[src/rtl/div_32.sv]
// Multi-cycle radix-2 restoring divider for RV32M DIV/DIVU/REM/REMU.
// Shares the ce_i/ready_o stall handshake with the multiplier.
//
// state | meaning
// IDLE  | waiting for ce_i; operands are latched on the first enabled edge
// BUSY  | one restoring step per enabled edge, 32 steps total
// DONE  | result_o valid; held until ce_i drops
module div_32 (
    input  logic        clk_i,
    input  logic        rst_i,
    input  logic        ce_i,
    input  logic [1:0]  op_i,
    input  logic [31:0] rs1_i,
    input  logic [31:0] rs2_i,
    output logic [31:0] result_o,
    output logic        ready_o,
    output logic [1:0]  status_o
);

    localparam int GPR_WIDTH = 32;

    typedef enum logic [1:0] {
        ST_IDLE = 2'b00,
        ST_BUSY = 2'b01,
        ST_DONE = 2'b10,
        ST_BAD  = 2'b11
    } state_t;

    state_t                 state_q, state_d;
    logic [4:0]             cnt_q;
    logic [GPR_WIDTH-1:0]   dvd_q;
    logic [GPR_WIDTH-1:0]   dvs_q;
    logic [GPR_WIDTH:0]     rem_q;
    logic [GPR_WIDTH-1:0]   quo_q;
    logic                   op_rem_q;
    logic                   neg_quo_q;
    logic                   neg_rem_q;
    logic [GPR_WIDTH-1:0]   result_q;

    // operand decode used only on the start edge
    logic                   op_signed;
    logic                   op_rem;
    logic [GPR_WIDTH-1:0]   dvd_abs;
    logic [GPR_WIDTH-1:0]   dvs_abs;
    logic                   div_zero;
    logic                   ovf;
    logic                   fast_path;
    logic [GPR_WIDTH-1:0]   fast_res;

    assign op_signed = ~op_i[0];
    assign op_rem    = op_i[1];
    assign dvd_abs   = (op_signed && rs1_i[31]) ? -rs1_i : rs1_i;
    assign dvs_abs   = (op_signed && rs2_i[31]) ? -rs2_i : rs2_i;
    assign div_zero  = (rs2_i == '0);
    assign ovf       = op_signed && (rs1_i == 32'h8000_0000) && (rs2_i == 32'hFFFF_FFFF);
    assign fast_path = div_zero || ovf;
    assign fast_res  = div_zero ? (op_rem ? rs1_i : 32'hFFFF_FFFF)
                                : (op_rem ? 32'h0 : 32'h8000_0000);

    // one restoring step: the partial remainder never exceeds the divisor,
    // so a 34-bit trial difference always carries a valid sign bit
    logic [GPR_WIDTH+1:0]   diff;
    logic                   take;
    logic [GPR_WIDTH:0]     rem_step;
    logic [GPR_WIDTH-1:0]   quo_step;
    logic [GPR_WIDTH-1:0]   quo_final;
    logic [GPR_WIDTH-1:0]   rem_final;
    logic                   last_step;

    assign diff      = {1'b0, rem_q, dvd_q[GPR_WIDTH-1]} - {2'b00, dvs_q};
    assign take      = ~diff[GPR_WIDTH+1];
    assign rem_step  = take ? diff[GPR_WIDTH:0] : {rem_q[GPR_WIDTH-1:0], dvd_q[GPR_WIDTH-1]};
    assign quo_step  = {quo_q[GPR_WIDTH-2:0], take};
    assign quo_final = neg_quo_q ? -quo_step : quo_step;
    assign rem_final = neg_rem_q ? -rem_step[GPR_WIDTH-1:0] : rem_step[GPR_WIDTH-1:0];
    assign last_step = (cnt_q == 5'd31);

    always_ff @(posedge clk_i or negedge rst_i) begin
        if (!rst_i) begin
            state_q <= ST_IDLE;
        end else begin
            state_q <= state_d;
        end
    end

    always_comb begin
        state_d = ST_IDLE;
        case (state_q)
            ST_IDLE: begin
                if (ce_i) begin
                    state_d = fast_path ? ST_DONE : ST_BUSY;
                end else begin
                    state_d = ST_IDLE;
                end
            end
            ST_BUSY: begin
                if (!ce_i) begin
                    state_d = ST_IDLE;
                end else if (last_step) begin
                    state_d = ST_DONE;
                end else begin
                    state_d = ST_BUSY;
                end
            end
            ST_DONE: begin
                state_d = ce_i ? ST_DONE : ST_IDLE;
            end
            default: begin
                state_d = ST_IDLE;
            end
        endcase
    end

    always_ff @(posedge clk_i or negedge rst_i) begin
        if (!rst_i) begin
            cnt_q     <= '0;
            dvd_q     <= '0;
            dvs_q     <= '0;
            rem_q     <= '0;
            quo_q     <= '0;
            op_rem_q  <= 1'b0;
            neg_quo_q <= 1'b0;
            neg_rem_q <= 1'b0;
            result_q  <= '0;
        end else begin
            case (state_q)
                ST_IDLE: begin
                    if (ce_i) begin
                        cnt_q     <= '0;
                        dvd_q     <= dvd_abs;
                        dvs_q     <= dvs_abs;
                        rem_q     <= '0;
                        quo_q     <= '0;
                        op_rem_q  <= op_rem;
                        neg_quo_q <= op_signed && (rs1_i[31] ^ rs2_i[31]);
                        neg_rem_q <= op_signed && rs1_i[31];
                        if (fast_path) begin
                            result_q <= fast_res;
                        end
                    end
                end
                ST_BUSY: begin
                    if (ce_i) begin
                        rem_q <= rem_step;
                        quo_q <= quo_step;
                        dvd_q <= {dvd_q[GPR_WIDTH-2:0], 1'b0};
                        cnt_q <= cnt_q + 5'd1;
                        if (last_step) begin
                            result_q <= op_rem_q ? rem_final : quo_final;
                        end
                    end
                end
                default: begin
                end
            endcase
        end
    end

    assign result_o = result_q;
    assign status_o = state_q;
    assign ready_o  = (state_q == ST_DONE) || ((state_q == ST_IDLE) && !ce_i);

endmodule

[config.mk]
export PLATFORM = sky130hd
export DESIGN_NAME = div_32
export DESIGN_NICKNAME = d
export VERILOG_FILES = /design/src/rtl/div_32.sv
export SDC_FILE = /design/constraint.sdc
export NUM_CORES = 1
export LEC_CHECK = 0
export ABC_AREA = 1
export CAP_MARGIN = 20
export CORE_ASPECT_RATIO = 2
export CORE_MARGIN = 3
export CORE_UTILIZATION = 27
export CTS_CLUSTER_DIAMETER = 50
export CTS_CLUSTER_SIZE = 14
export DETAILED_ROUTE_END_ITERATION = 6
export MAX_ROUTING_LAYER = met4
export PLACE_DENSITY = 0.46
export SYNTH_ARGS = -nofsm -noshare
export SYNTH_HDL_FRONTEND = slang
export SYNTH_SLANG_ARGS = --single-unit
export TNS_END_PERCENT = 10
[constraint.sdc]
create_clock -name clk_i -period 4.4 [get_ports clk_i]
set_input_delay 0.66 -clock clk_i [delete_from_list [all_inputs] [get_ports clk_i]]
set_output_delay 0.66 -clock clk_i [all_outputs]
set_load 0.02 [all_outputs]
# [Word level (Yosys, flattened, before mapping)]
# Cells that the tools add are included.
[word_totals] output_inout_bits=35 regBits=170 wordCells=75 in_bits=69
[classes] n_mux=32 bitwise=3 n_addsub=6 n_eq_ne=9 n_reduce_logical=15
[ops] operator="32-bit 2-to-1 mux" count=14
[ops] operator="32-bit negator" count=4
[ops] operator="32-bit one-hot mux with 2 select lines" count=2
[ops] operator="33-bit 2-to-1 mux" count=3
[ops] operator="33-bit one-hot mux with 2 select lines" count=1
[ops] operator="32-bit equality test (second input constant)" count=2
[ops] operator="31-bit 2-to-1 mux" count=2
[ops] operator="31-bit one-hot mux with 2 select lines" count=1
[ops] operator="34-bit by 32-bit subtractor with 34-bit output" count=1
[ops] operator="32-bit logical NOT" count=1
[ops] operator="2-bit 2-to-1 mux" count=5
[ops] operator="5-bit 2-to-1 mux" count=2
[ops] operator="5-bit one-hot mux with 2 select lines" count=1
[ops] operator="2-bit != test (second input constant)" count=4
[ops] operator="1-bit logical AND" count=6
[ops] operator="2-bit one-hot mux with 3 select lines" count=1
[ops] operator="5-bit by 1-bit adder with 5-bit output (second input constant)" count=1
[ops] operator="5-bit equality test (second input constant)" count=1
[ops] operator="5-bit AND reduction" count=1
[ops] operator="3-bit AND reduction" count=1
[ops] operator="2-bit by 1-bit equality test with 1-bit output (second input constant)" count=1
[ops] operator="2-bit equality test (second input constant)" count=1
[ops] operator="2-bit logical NOT" count=1
[ops] operator="1-bit logical OR" count=2
[ops] operator="5 further kinds" count=6

# [Depth between registers and ports, before layout]
# Gate-level depths: netlist of run 1.
[logic_depth] ltp_word=8 ltp_mapped=33 mapped_depth_nobuf=32

# [Worst setup path before layout of run 1]
# Ideal clock, no wire load.
[synth_timing] path_kind="reg2reg" startpoint="register rem_q[5]" endpoint="register result_q[28], in the netlist result_o[28]" n_path_buf=1 path_slack_ns=0.555 setup_ns=0.065 stages_incl_launch_ff=30 t_arrival_ns=3.780 period_less_slack_ns=3.845 cell_sequence="dfrtp_1 ha_1 nand2_1 nor2_4 nand3_2 nand3_4 nand2_4 nand2_4 nand2_4 nand2_4 nand2_4 nand2_4 buf_2 ha_1 inv_1 nor3_1 inv_1 nor3_1 nand4_1 nor4_1 nand2_1 nor3_1 nand2_1 o21ai_0 o21ai_0 a21oi_1 nor2_1 nand2_1 nand2_1 nand2_1"
[synth_via] elab_chain_len=8 elab_cells_between_ends=11 classes_between="add/sub (3); mux (7); bitwise (1)"
[synth_rtl] item="from (decl)" line_no="33" source="logic [GPR_WIDTH:0] rem_q;"
[synth_rtl] item="from (signal assigned)" line_no="144" source="rem_q <= rem_step;"
[synth_rtl] item="34-bit by 32-bit subtractor with 34-bit output" line_no="70" source="assign diff = {1'b0, rem_q, dvd_q[GPR_WIDTH-1]} - {2'b00, dvs_q};"
[synth_rtl] item="33-bit 2-to-1 mux or 1-bit NOT (tied branches)" line_no="72, 71"
[synth_rtl] item="32-bit negator, on equally long branches" line_no="75, 74"
[synth_rtl] item="32-bit 2-to-1 mux, on equally long branches" line_no="75, 74"
[synth_rtl] item="32-bit 2-to-1 mux (*)" line_no="149" source="result_q <= op_rem_q ? rem_final : quo_final;"
[synth_rtl] item="32-bit 2-to-1 mux (*)" line_no="148" source="if (last_step) begin"
[synth_rtl] item="32-bit 2-to-1 mux (*)" line_no="143" source="if (ce_i) begin"
[synth_rtl] item="32-bit one-hot mux with 2 select lines (*)" line_no="126" source="case (state_q)"
[synth_rtl] item="to (signal assigned)" line_no="138" source="result_q <= fast_res;"
[synth_rtl] item="to (signal assigned)" line_no="149"
[synth_rtl] item="to (decl)" line_no="38" source="logic [GPR_WIDTH-1:0] result_q;"
# Mark *: on every way between the ends. The rest lies on a longest branch, timed or not. The select of a mux whose other input is x is not followed.
# A chain may end at the register's enable or synchronous reset.

# [Worst setup path in the final report of run 1]
[layout_timing] startpoint="register dvs_q[14]" endpoint="register result_q[28], in the netlist result_o[28]"
[layout_via] elab_chain_len=8 elab_cells_between_ends=11 classes_between="add/sub (3); mux (7); bitwise (1)"
[layout_rtl] item="from (decl)" line_no="32" source="logic [GPR_WIDTH-1:0] dvs_q;"
[layout_rtl] item="from (signal assigned)" line_no="131" source="dvs_q <= dvs_abs;"
[layout_rtl] item="34-bit by 32-bit subtractor with 34-bit output (*)" line_no="70"
[layout_rtl] item="33-bit 2-to-1 mux or 1-bit NOT (tied branches)" line_no="72, 71"
[layout_rtl] item="32-bit negator, on equally long branches" line_no="75, 74"
[layout_rtl] item="32-bit 2-to-1 mux, on equally long branches" line_no="75, 74"
[layout_rtl] item="32-bit 2-to-1 mux (*)" line_no="149"
[layout_rtl] item="32-bit 2-to-1 mux (*)" line_no="148"
[layout_rtl] item="32-bit 2-to-1 mux (*)" line_no="143"
[layout_rtl] item="32-bit one-hot mux with 2 select lines (*)" line_no="126"
# Marks and branches as above.

==> impl_summary.md, run 1 <==
Outcome
The run finished with clean final reports.

Timing
For the pin with the worst max-slew slack, the measured transition is 861 ps. Static timing analysis puts the maximum clock frequency at 0.247 GHz. The max-slew violation total from the final report is 0.

Setup violations remaining at the end of the flow were counted as 0. The normalized max-slew margin is 42.0%. The worst hold slack across all endpoints is 211 ps. The worst path needs 4060 ps of the cycle, external delays included. The clock skew after layout is 8.76 ps. Setup total negative slack on the finished layout was measured at 0 ps. The final count of hold timing violations is 0. The final critical-path share of the clock period is 92.2%.

Detailed routing
The count of nets left with antenna violations after detail routing is 0. Using the TritonRoute via totals, the vias-per-cell ratio works out to 4.94. After the first detailed-routing iteration, the DRC count stood at 853. The via count of the routed design is 14.1k. The count of TritonRoute iterations in the first routing pass is 5. Wires add up to 58700 um. The detailed-route DRC error count is 0. The final routed wire length divided by cell count is 20.7 um.

Logic synthesis
The top flip-flop cell by instance count after synthesis is dfrtp_1. Counting distinct cell types in the post-synthesis netlist gives 59. The biggest area contributor in the post-synthesis netlist is dfrtp_1.

The share of synthesized area in the top cell type comes to 31.1%. The fraction of registers with async set/reset is 100%. The total number of yosys warnings is 0.

The sequential area share after synthesis is 31.1%. Dividing the synthesized area by the synthesized cell count gives 6.64 um2. In this run the cell area of the synthesized design comes to 13700 um2. The synthesized netlist net count is 2170. The count of mapped cells out of synthesis is 2061.

Sorting the synthesized cells by area gives the leading types as dfrtp_1 (31%), nand2_1 (15%), o21ai_0 (7.1%). The number of flops mapped to enable cells by yosys is 0. In this run, synthesis produced a sequential element count of 170.

Floorplan
The site row count is 116. After floorplanning, the core was sized to cover 50100 um2. The number of placed I/O pins is 104. For this configuration, the core starts out at a cell density of 27.3%. Measured along the x axis, the die boundary spans 165 um.

The floorplan step set the die height to 324 um. The die covers 53600 um2.

Clock tree
The clock insertion delay at the later pin of the skew report is 460 ps. In this run the deepest clock path goes through 2 buffers. The number of setup buffers added after CTS is 0.

The number of buffers inserted during clock tree synthesis is 17. The number of clock sinks is 170. The clock-pin slew on the worst setup and hold paths is 70 ps. TritonCTS built the clock tree.

The root buffer cell chosen for the clock tree is clkbuf_16. The clock tree synthesis step divided the H-tree into 4 levels.

Place
The quantity of I/O buffers inserted on ports is 103. Routability-driven placement finished with a final weighted congestion of 0.932. In this run the cell area measured after placement is 15800 um2. Including well taps, the total number of placed cells is 2811. The wire-length estimate of the detail-placed layout is 47100 um.

Worst setup path
The critical path endpoint category is a flop. The count of buffer and inverter cells on the critical path is 6. The largest stage delay on the critical path is 380 ps.

In this design, the critical path's most frequently occurring cell is nand2_1. Along the worst path, the maximum fanout reaches 4. The cell at the slowest stage of the critical path is dfrtp_1. The cell class contributing the biggest share of worst-path delay is simple AND/OR/NAND/NOR gates.

The data arrival time of the critical path is 4460 ps. The worst setup path is of the reg -> reg kind. The startpoint class of the critical path is a flop.

At the worst endpoint, the required time is 4800 ps.

Final layout
The share of cells above drive strength 1 is 9.62%. The area occupied by multi-input gates is 8140 um2. The area growth from synthesis to layout is 19.8%. The final non-filler cell total is 2843. After the last flow step, the layout net total stands at 2290.

The number of filler instances in the final layout is 5481. After routing the design area is 16400 um2. The area taken by flip-flops and latches is 4250 um2. The repair_antennas step left the layout with diodes totalling 0.

GRT
The aggregate global routing overflow is 0. Entering global routing, the biggest net connects 74 pins. The number of antenna violations at the first check in global routing is 0.

The global routing usage summed across all routing layers is 22.6%. The via count of the first global-routing pass is 14.2k. The first global-routing pass estimated 87400 um of wire.

Power and ir drop
The peak supply drop is 0.383 mV. For this design the ratio of total power to cell area is 844 nW/um2. For this design the static power due to leakage is 0.00793 uW.

Min path
The class of the tightest hold or removal check is in -> async.

Run
The number of max-cap violations is 0.
==> cell families after synthesis <==
family | Yosys count | share of synthesized area [%]
DFF | 170 | 31.1
xor gates and xnor gates | 70 | 4.48
and+or+nand+nor | 1035 | 34.0
AOI/OAI and AO/OA | 411 | 16.9
adders and majority gates | 40 | 3.71
buffers and inverters | 335 | 9.85
==> sequential cells by signal, indices dropped and copies added, names as in the netlist <==
register,flops
cnt_q,5
dvd_q,32
dvs_q,32
neg_quo_q,1
neg_rem_q,1
op_rem_q,1
quo_q,31
rem_q,33
result_o,32
status_o,2
==> final cells by class <==
type	instances	area share, %
clock buffers	20	2.66
clock inverters	12	0.862
inverters	254	5.81
multi-input cells	1556	49.6
flip-flops and latches	170	25.9
well taps	649	4.95
repair buffers	182	10.1
==> synthesized netlist by cell type, types with 11 or more instances <==
| cell type | number |
|---|---|
| o21ai_0 | 194 |
| a21oi_1 | 111 |
| nand3_1 | 140 |
| nor3_1 | 38 |
| inv_1 | 245 |
| nor4_1 | 12 |
| o22ai_1 | 37 |
| nand4_1 | 28 |
| dfrtp_1 | 170 |
| nand2_2 | 22 |
| o211ai_1 | 14 |
| nand2_1 | 560 |
| o21ai_1 | 11 |
| clkbuf_1 | 59 |
| ha_1 | 39 |
| xnor2_1 | 24 |
| xor2_1 | 46 |
| nor2_1 | 169 |
==> cell usage in the layout, fill, tap and decap left out, types with 12 or more instances in the layout <==
master,n
o21ai_0,193
o22ai_1,37
nand3_1,140
buf_4,76
dfrtp_1,170
nor2_4,12
xnor2_1,24
o211ai_1,14
nand2_1,558
ha_1,39
nor3_1,36
o21ai_1,12
xor2_1,46
inv_1,244
nor2_1,167
clkbuf_16,17
clkdlybuf4s50_1,102
nand2_2,24
nand4_1,28
a21oi_1,110
==> worst register-to-register path: cells and delay by family (launching register included) <==
family	cells	cell delay, ps
AOI/OAI and AO/OA	4	620
and+or+nand+nor	19	1930
adders and majority gates	2	520
DFF	1	380
buffers and inverters	6	580
==> path summary, 6_finish.rpt <==
path / slack [ps] / endpoint / depth (start not counted) / start
min in group clk_i: 480 / dvd_q[9] / 2 / dvd_q[9]
min reg2reg: 480 / dvd_q[9] / 2 / dvd_q[9]
max: 340 / result_o[28] / 31 / dvs_q[14]
max in group asynchronous: 3220 / result_o[27] / 2 / rst_i
min: 210 / rem_q[23] / 1 / rst_i
max reg2reg: 340 / result_o[28] / 31 / dvs_q[14]
==> power breakdown <==
| group | switching (uW) | internal (uW) | leakage (uW) |
|---|---|---|---|
| clock | 738 | 845 | 0.000269 |
| sequential | 339 | 1980 | 0.00222 |
| combinational | 6670 | 3270 | 0.00544 |
| total | 7750 | 6090 | 0.00793 |
==> per-layer routing <==
metal  routed length, um  vias to the layer above  GRT usage [%]
met4                4780                        0           15.2
li1                    -                     6972              -
met2               32400                      351           42.4
met5                   0                        -              -
met1               20100                     6617           21.2
met3                1380                      117           1.75
==> per-stage QoR <==
stage / util, % / setup slack, ps / power [uW]
after CTS: 32.7 / 61.7 / 13900
final: 32.7 / 343 / 13800
after floorplan: - / 555 / 8860
after global routing: 32.7 / -0.436 / 15100
after detailed placement: 31.5 / 99.5 / 12300
after global placement: 31.5 / 96.2 / 12300
==> what timing repair did <==
| item | in CTS | in global routing |
|---|---|---|
| endpoints found under the setup margin | 0 | 7 |
| hold buffers | 0 | 0 |
| gates resized for setup | 0 | 6 |
Note: power is estimated with default switching activity, not from simulation.
==> inputs of run 2 (changes only) <==
--- a/config.mk
+++ b/config.mk
@@ -9,12 +9,13 @@
 export CAP_MARGIN = 20
 export CORE_ASPECT_RATIO = 2
 export CORE_MARGIN = 3
-export CORE_UTILIZATION = 27
+export CORE_UTILIZATION = 55
 export CTS_CLUSTER_DIAMETER = 50
 export CTS_CLUSTER_SIZE = 14
 export DETAILED_ROUTE_END_ITERATION = 6
 export MAX_ROUTING_LAYER = met4
-export PLACE_DENSITY = 0.46
+export PLACE_DENSITY = 0.82
+export SLEW_MARGIN = 20
 export SYNTH_ARGS = -nofsm -noshare
 export SYNTH_HDL_FRONTEND = slang
 export SYNTH_SLANG_ARGS = --single-unit
==> constraint.sdc (replaced) <==
create_clock -name clk_i -period 3.6 [get_ports clk_i]
set_input_delay 0.54 -clock clk_i [delete_from_list [all_inputs] [get_ports clk_i]]
set_output_delay 0.54 -clock clk_i [all_outputs]
set_load 0.02 [all_outputs]
==> run 2 against run 1 <==
Effect of this change:
- largest cell class unchanged
- largest power group unchanged
- non-clock buffer count grew 176
- clock power increased by 23%
- setup slack got worse by 680 ps
- first-iteration DRC count rose by 57%
- critical endpoint unchanged
- count of clock-buffer cells in the layout grew 1
- highest routed layer unchanged
- the flow now finishes with violations (DRC, setup timing)
- critical path depth is 5 lower
- flip-flop and latch count unchanged
==> impl_summary.md, run 2 (same netlist as run 1, synthesis figures left out) <==
Outcome
The flow ran to the end, but the final reports show violations. The checks that failed: DRC, setup timing.

Floorplan
104 I/O pins were placed. The site row count is 81. The area enclosed by the die boundary is 26900 um2. The area of the core is 24500 um2. The effective utilization at floorplan is 55.8%. Measured along the y axis, the die boundary spans 229 um.

The horizontal extent of the die is 118 um.

Power and ir drop
The peak supply drop is 0.593 mV. Net switching is 51.5% of the power. The analysis attributes to cell leakage a power of 0.00883 uW. The share of total power dissipated in combinational logic is 76.1%. Of the total power, the clock network draws 9.6%. The fraction of power consumed by sequential logic is 14.3%. The reported net switching power is 10400 uW.

Internal power comes to 9790 uW. Power spread over the standard cell area amounts to 1130 nW/um2.

Timing
After layout, the worst setup slack is -333 ps. The normalized max-slew margin is 42.6%. The final count of hold timing violations is 0. For the finished layout, the period the worst path requires is 3930 ps. At the pin with the least slew margin, the transition time is 860 ps. In the finished design, the share of the clock period the worst path needs comes to 109%. Based on the critical path, the design can be clocked at up to 0.254 GHz. Setup repair after global routing could not meet its margin everywhere. The max-slew violation total from the final report was 0. The final setup violation count is 10. The clock arrives with 8.13 ps of skew.

Detailed routing
The mean number of vias per cell is 5.76. The count of TritonRoute iterations in the first routing pass is 7. The final routed wire length divided by cell count is 19.7 um. The via count of the routed design is 15.6k.

Summed over all layers, the routed wires come to 53300 um. The detail route stage leaves a number of antenna-violating nets equal to 0. The DRC marker count from the first detailed-route iteration is 1336. The detailed-route DRC error count is 1.

Clock tree
The CTS H-tree depth is 4. The tree built by TritonCTS fans out to 170 sinks. TritonCTS built the clock tree. The clock-pin slew on the worst setup and hold paths is 70 ps. The clock passes through at most 2 buffers. Clock latency on the worst-skew pair, taken at its later pin, is 450 ps.

The number of buffers inserted during clock tree synthesis is 17. The buffer cell driving the clock tree root is clkbuf_16.

Final layout
The antenna diode count is 0. After the last flow step, the layout net total stands at 2466. Counting flops per register, the top entry is rem_q. After the flow finishes, the layout carries non-filler instances totaling 2701.

The commonest non-fill, non-tap cell in the layout is nand2_1. In the final layout, the share of cells above drive strength 1 is 20.1%. The area added between synthesis and finish is 30.6%.

At the end of the flow the core is filled with cells to 72.9%. In the layout the commonest cells are nand2_1 (537), buf_4 (252), inv_1 (223). The register with the most flip-flops in the layout has 33 of them.

Place
Timing analysis after detailed placement gives a worst setup slack of -449 ps. The total half-perimeter wirelength after legalization and detailed placement is 41500 um. The placer congestion estimate is 0.996. The cell total after placement is 2645.

Input and output buffers added on the ports amount to 103.

Worst setup path
In this design, the largest share of critical-path delay is due to simple AND/OR/NAND/NOR gates. The worst-case reg-to-reg path depth is 26. The register-to-register setup slack is -330 ps. The data arrival time of the critical path is 4270 ps. The cell at the slowest stage of the critical path is dfrtp_1. The largest stage delay on the critical path is 420 ps. The critical path class is reg -> reg. The count of buffer and inverter cells on the critical path is 3.

Counting buffers and inverters, the worst setup path is 26 cells deep. The startpoint class of the critical path is a flop. In this run the worst path has a maximum fanout of 4. The cell with the most instances on the worst path is nand2_4. The worst path required time is 3940 ps. The critical path endpoint category is a flop.

Run
The number of max-cap violations is 0.

GRT
The number of antenna violations at the first check in global routing came to 0. The via count of the first global-routing pass is 15.7k. Entering global routing, the biggest net connects 74 pins. The global routing usage summed across all routing layers is 40.6%.

The wire length of the first global-routing pass is 82800 um. The aggregate global routing overflow is 0.

Min path
The class of the tightest hold or removal check is in -> async.
==> run 2: cell count changes in the layout (fill, tap and decap cells not counted), moves of 5 or more <==
cell,before,now
nand2_2,24,41
ha_4,0,24
a21oi_1,110,105
buf_4,76,252
nand2_1,558,537
ha_1,39,15
nor2_1,167,161
inv_1,244,223
o21ai_0,193,187
inv_2,8,27
==> run 2: area by class of cell <==
type,instances,area [um2]
Multi-Input combinational cell,1556,8670
Fill cell,2092,6640
Sequential cell,170,4260
Timing Repair Buffer,358,2980
Inverter,254,956
Clock buffer,21,460
Tap cell,332,415
Clock inverter,10,141
==> run 2: per-stage QoR <==
stage	total power (uW)	TNS, ps	hold slack (ps)	cell area (um2)
after floorplan	11100	0	244	13900
after global placement	16400	-1750	456	16800
after detailed placement	16600	-3040	461	16800
after CTS	19400	-198	150	17700
after global routing	21500	-5080	158	17900
final	20200	-2240	129	17900
==> run 2: what timing repair did <==
item,CTS,global route
buffers inserted,20,6
pin swaps,16,8
hold buffers,0,0
hold endpoints to repair,0,0
resized for setup,67,29
setup endpoints to repair,21,25
cloned,0,0
==> run 2: per-layer routing <==
metal	part of all wire [%]	GRT usage, %	up-vias
met5	0	-	-
met4	12	36.3	0
met3	4.9	5.09	295
met2	51	71.0	747
met1	33	38.6	7185
li1	-	-	7336
==> run 2: worst paths after layout <==
check                          start      endpoint
min                            rst_i     dvs_q[24]
max in group asynchronous      rst_i     dvd_q[17]
min reg2reg                dvd_q[20]     dvd_q[20]
max                        rem_q[29]  result_o[28]
min in group clk_i         dvd_q[20]     dvd_q[20]
max reg2reg                rem_q[29]  result_o[28]
==> run 2: power groups by stage <==
stage | Clock (uW) | Sequential (uW) | Combinational, uW
6_report | 1940 | 2880 | 15400
5_1_grt | 2020 | 2920 | 16600
4_1_cts | 1950 | 2860 | 14600
3_5_place_dp | 0 | 2850 | 13800
3_3_place_gp | 0 | 2840 | 13600
2_1_floorplan | 0 | 2920 | 8160
==> inputs of run 3 (changes only) <==
--- a/config.mk
+++ b/config.mk
@@ -9,12 +9,13 @@
 export CAP_MARGIN = 20
 export CORE_ASPECT_RATIO = 2
 export CORE_MARGIN = 3
-export CORE_UTILIZATION = 55
+export CORE_UTILIZATION = 32
 export CTS_CLUSTER_DIAMETER = 50
 export CTS_CLUSTER_SIZE = 14
 export DETAILED_ROUTE_END_ITERATION = 6
+export GPL_TIMING_DRIVEN = 0
 export MAX_ROUTING_LAYER = met4
-export PLACE_DENSITY = 0.82
+export PLACE_DENSITY = 0.54
 export SLEW_MARGIN = 20
 export SYNTH_ARGS = -nofsm -noshare
 export SYNTH_HDL_FRONTEND = slang
==> run 3 against run 2 <==
Effect of this change:
- the run ends with setup timing left
- non-clock buffer count shrank 153
- count of clock-buffer cells in the layout down 3
- critical path depth did not move
- wire length grew 9.7%
- final area fell by 5.1%
- core utilization shrank 33 points
- via count is 7.9% lower
- critical path type unchanged
- first-iteration DRC count decreased by 46%
- largest cell class unchanged
- sequential share of layout area increased by 1.3 points
- fmax fell by 9.2%
- clock power decreased by 3%
- critical endpoint is now result_o[20]
==> impl_summary.md, run 3 (same netlist as run 1, synthesis figures left out) <==
Clock tree
The buffer cell driving the clock tree root is clkbuf_16. Counting the buffers created by CTS gives 17. The clock tree from TritonCTS is yes.

The H-tree generated during clock tree synthesis spans 4 levels. The clock insertion delay at the later pin of the skew report is 470 ps. The clock-pin slew on the worst setup and hold paths is 90 ps. The longest clock path from root to sink contains 2 buffers. The number of clock sinks is 170.

Final layout
The top cell types in the final layout, fill and taps aside, are nand2_1 (542), inv_1 (226), o21ai_0 (181). The commonest non-fill, non-tap cell in the layout is nand2_1. Relative to the synthesized area, the layout overhead comes to 24.0%. The register with the highest flop count is rem_q. Fill cells in the final layout number 4523. The number of antenna diodes in the final layout is 0. Once layout is done, the placed cells without fillers occupy 17000 um2. The net count of the finished layout is 2313. The register with the most flip-flops in the layout has 33 of them. The share of cells above drive strength 1 is 12.9%.

Worst setup path
Among all stages on the critical path, the largest delay is contributed by dfrtp_1. The worst-case reg-to-reg path depth is 26. The startpoint class of the critical path is a flop. Counting both buffers and inverters, the worst setup path holds a total of 5.

The critical path class is reg -> reg. At the worst endpoint, the required time is 4000 ps. The cell with the most instances on the worst path is nand2_1. Broken down by cell family, the worst path's largest delay share belongs to simple AND/OR/NAND/NOR gates.

The data arrival time of the critical path is 4730 ps. STA classifies the critical path endpoint as a flop. The largest stage delay on the critical path is 410 ps. Of all nets on the critical path, the largest fanout is 6. The critical path crosses 26 cells after its start point.

Timing
The slack of the critical path is -734 ps. The post-route minimum period is 4330 ps. Setup repair after global routing could not meet its margin everywhere. The final count of hold timing violations came to 0. The normalized max-slew margin is 31.9%.

For the pin with the worst max-slew slack, the measured transition is 1020 ps. The setup TNS after final layout is -4870 ps. The max-slew violation total from the final report came to 0. The clock skew after layout is 19.0 ps. The final critical-path share of the clock period is 120%. The highest clock frequency the design can meet is 0.231 GHz. The final setup violation count is 11.

Place
The placed instance area is 15700 um2. In this run the tool buffered the top-level ports with 102 buffer cells. The placer congestion estimate is 0.973.

The total half-perimeter wirelength after legalization and detailed placement is 47700 um.

Outcome
The run finished, with violations left. The final reports fail on setup timing.

Min path
The class of the tightest hold or removal check is in -> async.

Power and ir drop
The peak supply drop is 0.490 mV. The analysis attributes to cell leakage a power of 0.00788 uW. Dividing total power by cell area gives a power density of 1060 nW/um2.

Floorplan
The initialized floorplan defines 106 standard-cell rows. In this run the count of I/O pins placed on the die edge is 104. The horizontal extent of the die is 152 um. For this configuration, the core starts out at a cell density of 32.6%. The area enclosed by the die boundary is 45500 um2. The floorplan step defined a core boundary enclosing 42000 um2. The die extent in y is 299 um.

Detailed routing
In this run the remaining antenna-violating nets after routing total 0. After detailed routing, the average wire length per cell comes to 21.2 um. The detailed router finished its first iteration with 727 violations. The final layout contains routed wiring with a total length of 58500 um.

For this run, design rule violations remaining after detail routing come to 0. The first TritonRoute pass finished after 5 iterations. The via count of the routed design is 14.3k. The mean number of vias per cell is 5.20.

Run
The number of max-cap violations is 0.

GRT
The global routing usage summed across all routing layers is 26.0%. The number of antenna violations at the first check in global routing is 0. The largest net degree at the start of global routing is 91. The wire length of the first global-routing pass is 86900 um. The via count of the first global-routing pass is 14.7k. The aggregate global routing overflow is 0.
## run 3: timing repair
item / in CTS / in global routing
pin swaps: 21 / 19
endpoints found under the hold margin: 8 / 0
setup buffers: 18 / 1
endpoints found under the setup margin: 25 / 33
gates resized for setup: 73 / 71
hold buffers: 1 / 0
## run 3: layout make-up
cell class / instances / area, um2 / area share, %
sequential: 170 / 4260 / 25.1
buffer: 81 / 418 / 2.46
tap: 540 / 676 / 3.98
multi-input combinational: 1556 / 8850 / 52.1
inverter: 254 / 970 / 5.71
timing repair buffer: 124 / 1230 / 7.27
clock buffer: 18 / 429 / 2.53
clock inverter: 14 / 150 / 0.884
## run 3: path summary, 6_finish.rpt
path	startpoint	to	slack, ps
setup / recovery	dvs_q[26]	result_o[20]	-730
hold / removal	rst_i	dvd_q[11]	440
setup reg to reg	dvs_q[26]	result_o[20]	-730
hold reg to reg	result_o[13]	result_o[13]	490
max in group asynchronous	rst_i	rem_q[13]	2050
min in group clk_i	ce_i	cnt_q[1]	480
## run 3: per-layer routing
| layer | vias up | track usage [%] | share of wire, % |
|---|---|---|---|
| met3 | 178 | 2.04 | 2.2 |
| met2 | 372 | 49.0 | 54 |
| met1 | 6732 | 23.5 | 34 |
| met4 | 0 | 20.9 | 9.7 |
| li1 | 7055 | - | - |
| met5 | - | - | 0 |
## run 3: metrics by stage
stage,util [%],setup WS [ps],hold WS [ps],std cells,total power (uW)
after CTS,39.7,-912,425,2756,17500
after floorplan,-,4.69,244,2061,11100
final,40.4,-734,438,2757,18000
after detailed placement,37.3,-1460,347,2705,14700
after global routing,40.4,-879,449,2757,19500
after global placement,37.2,-5340,457,2703,14700
## run 3: where the power goes
part	internal (uW)	switching [uW]	total, uW	leakage, uW
logic	4610	8580	13200	0.00538
clock network	928	955	1880	0.000282
registers	2420	505	2920	0.00221
total	7960	10000	18000	0.00788
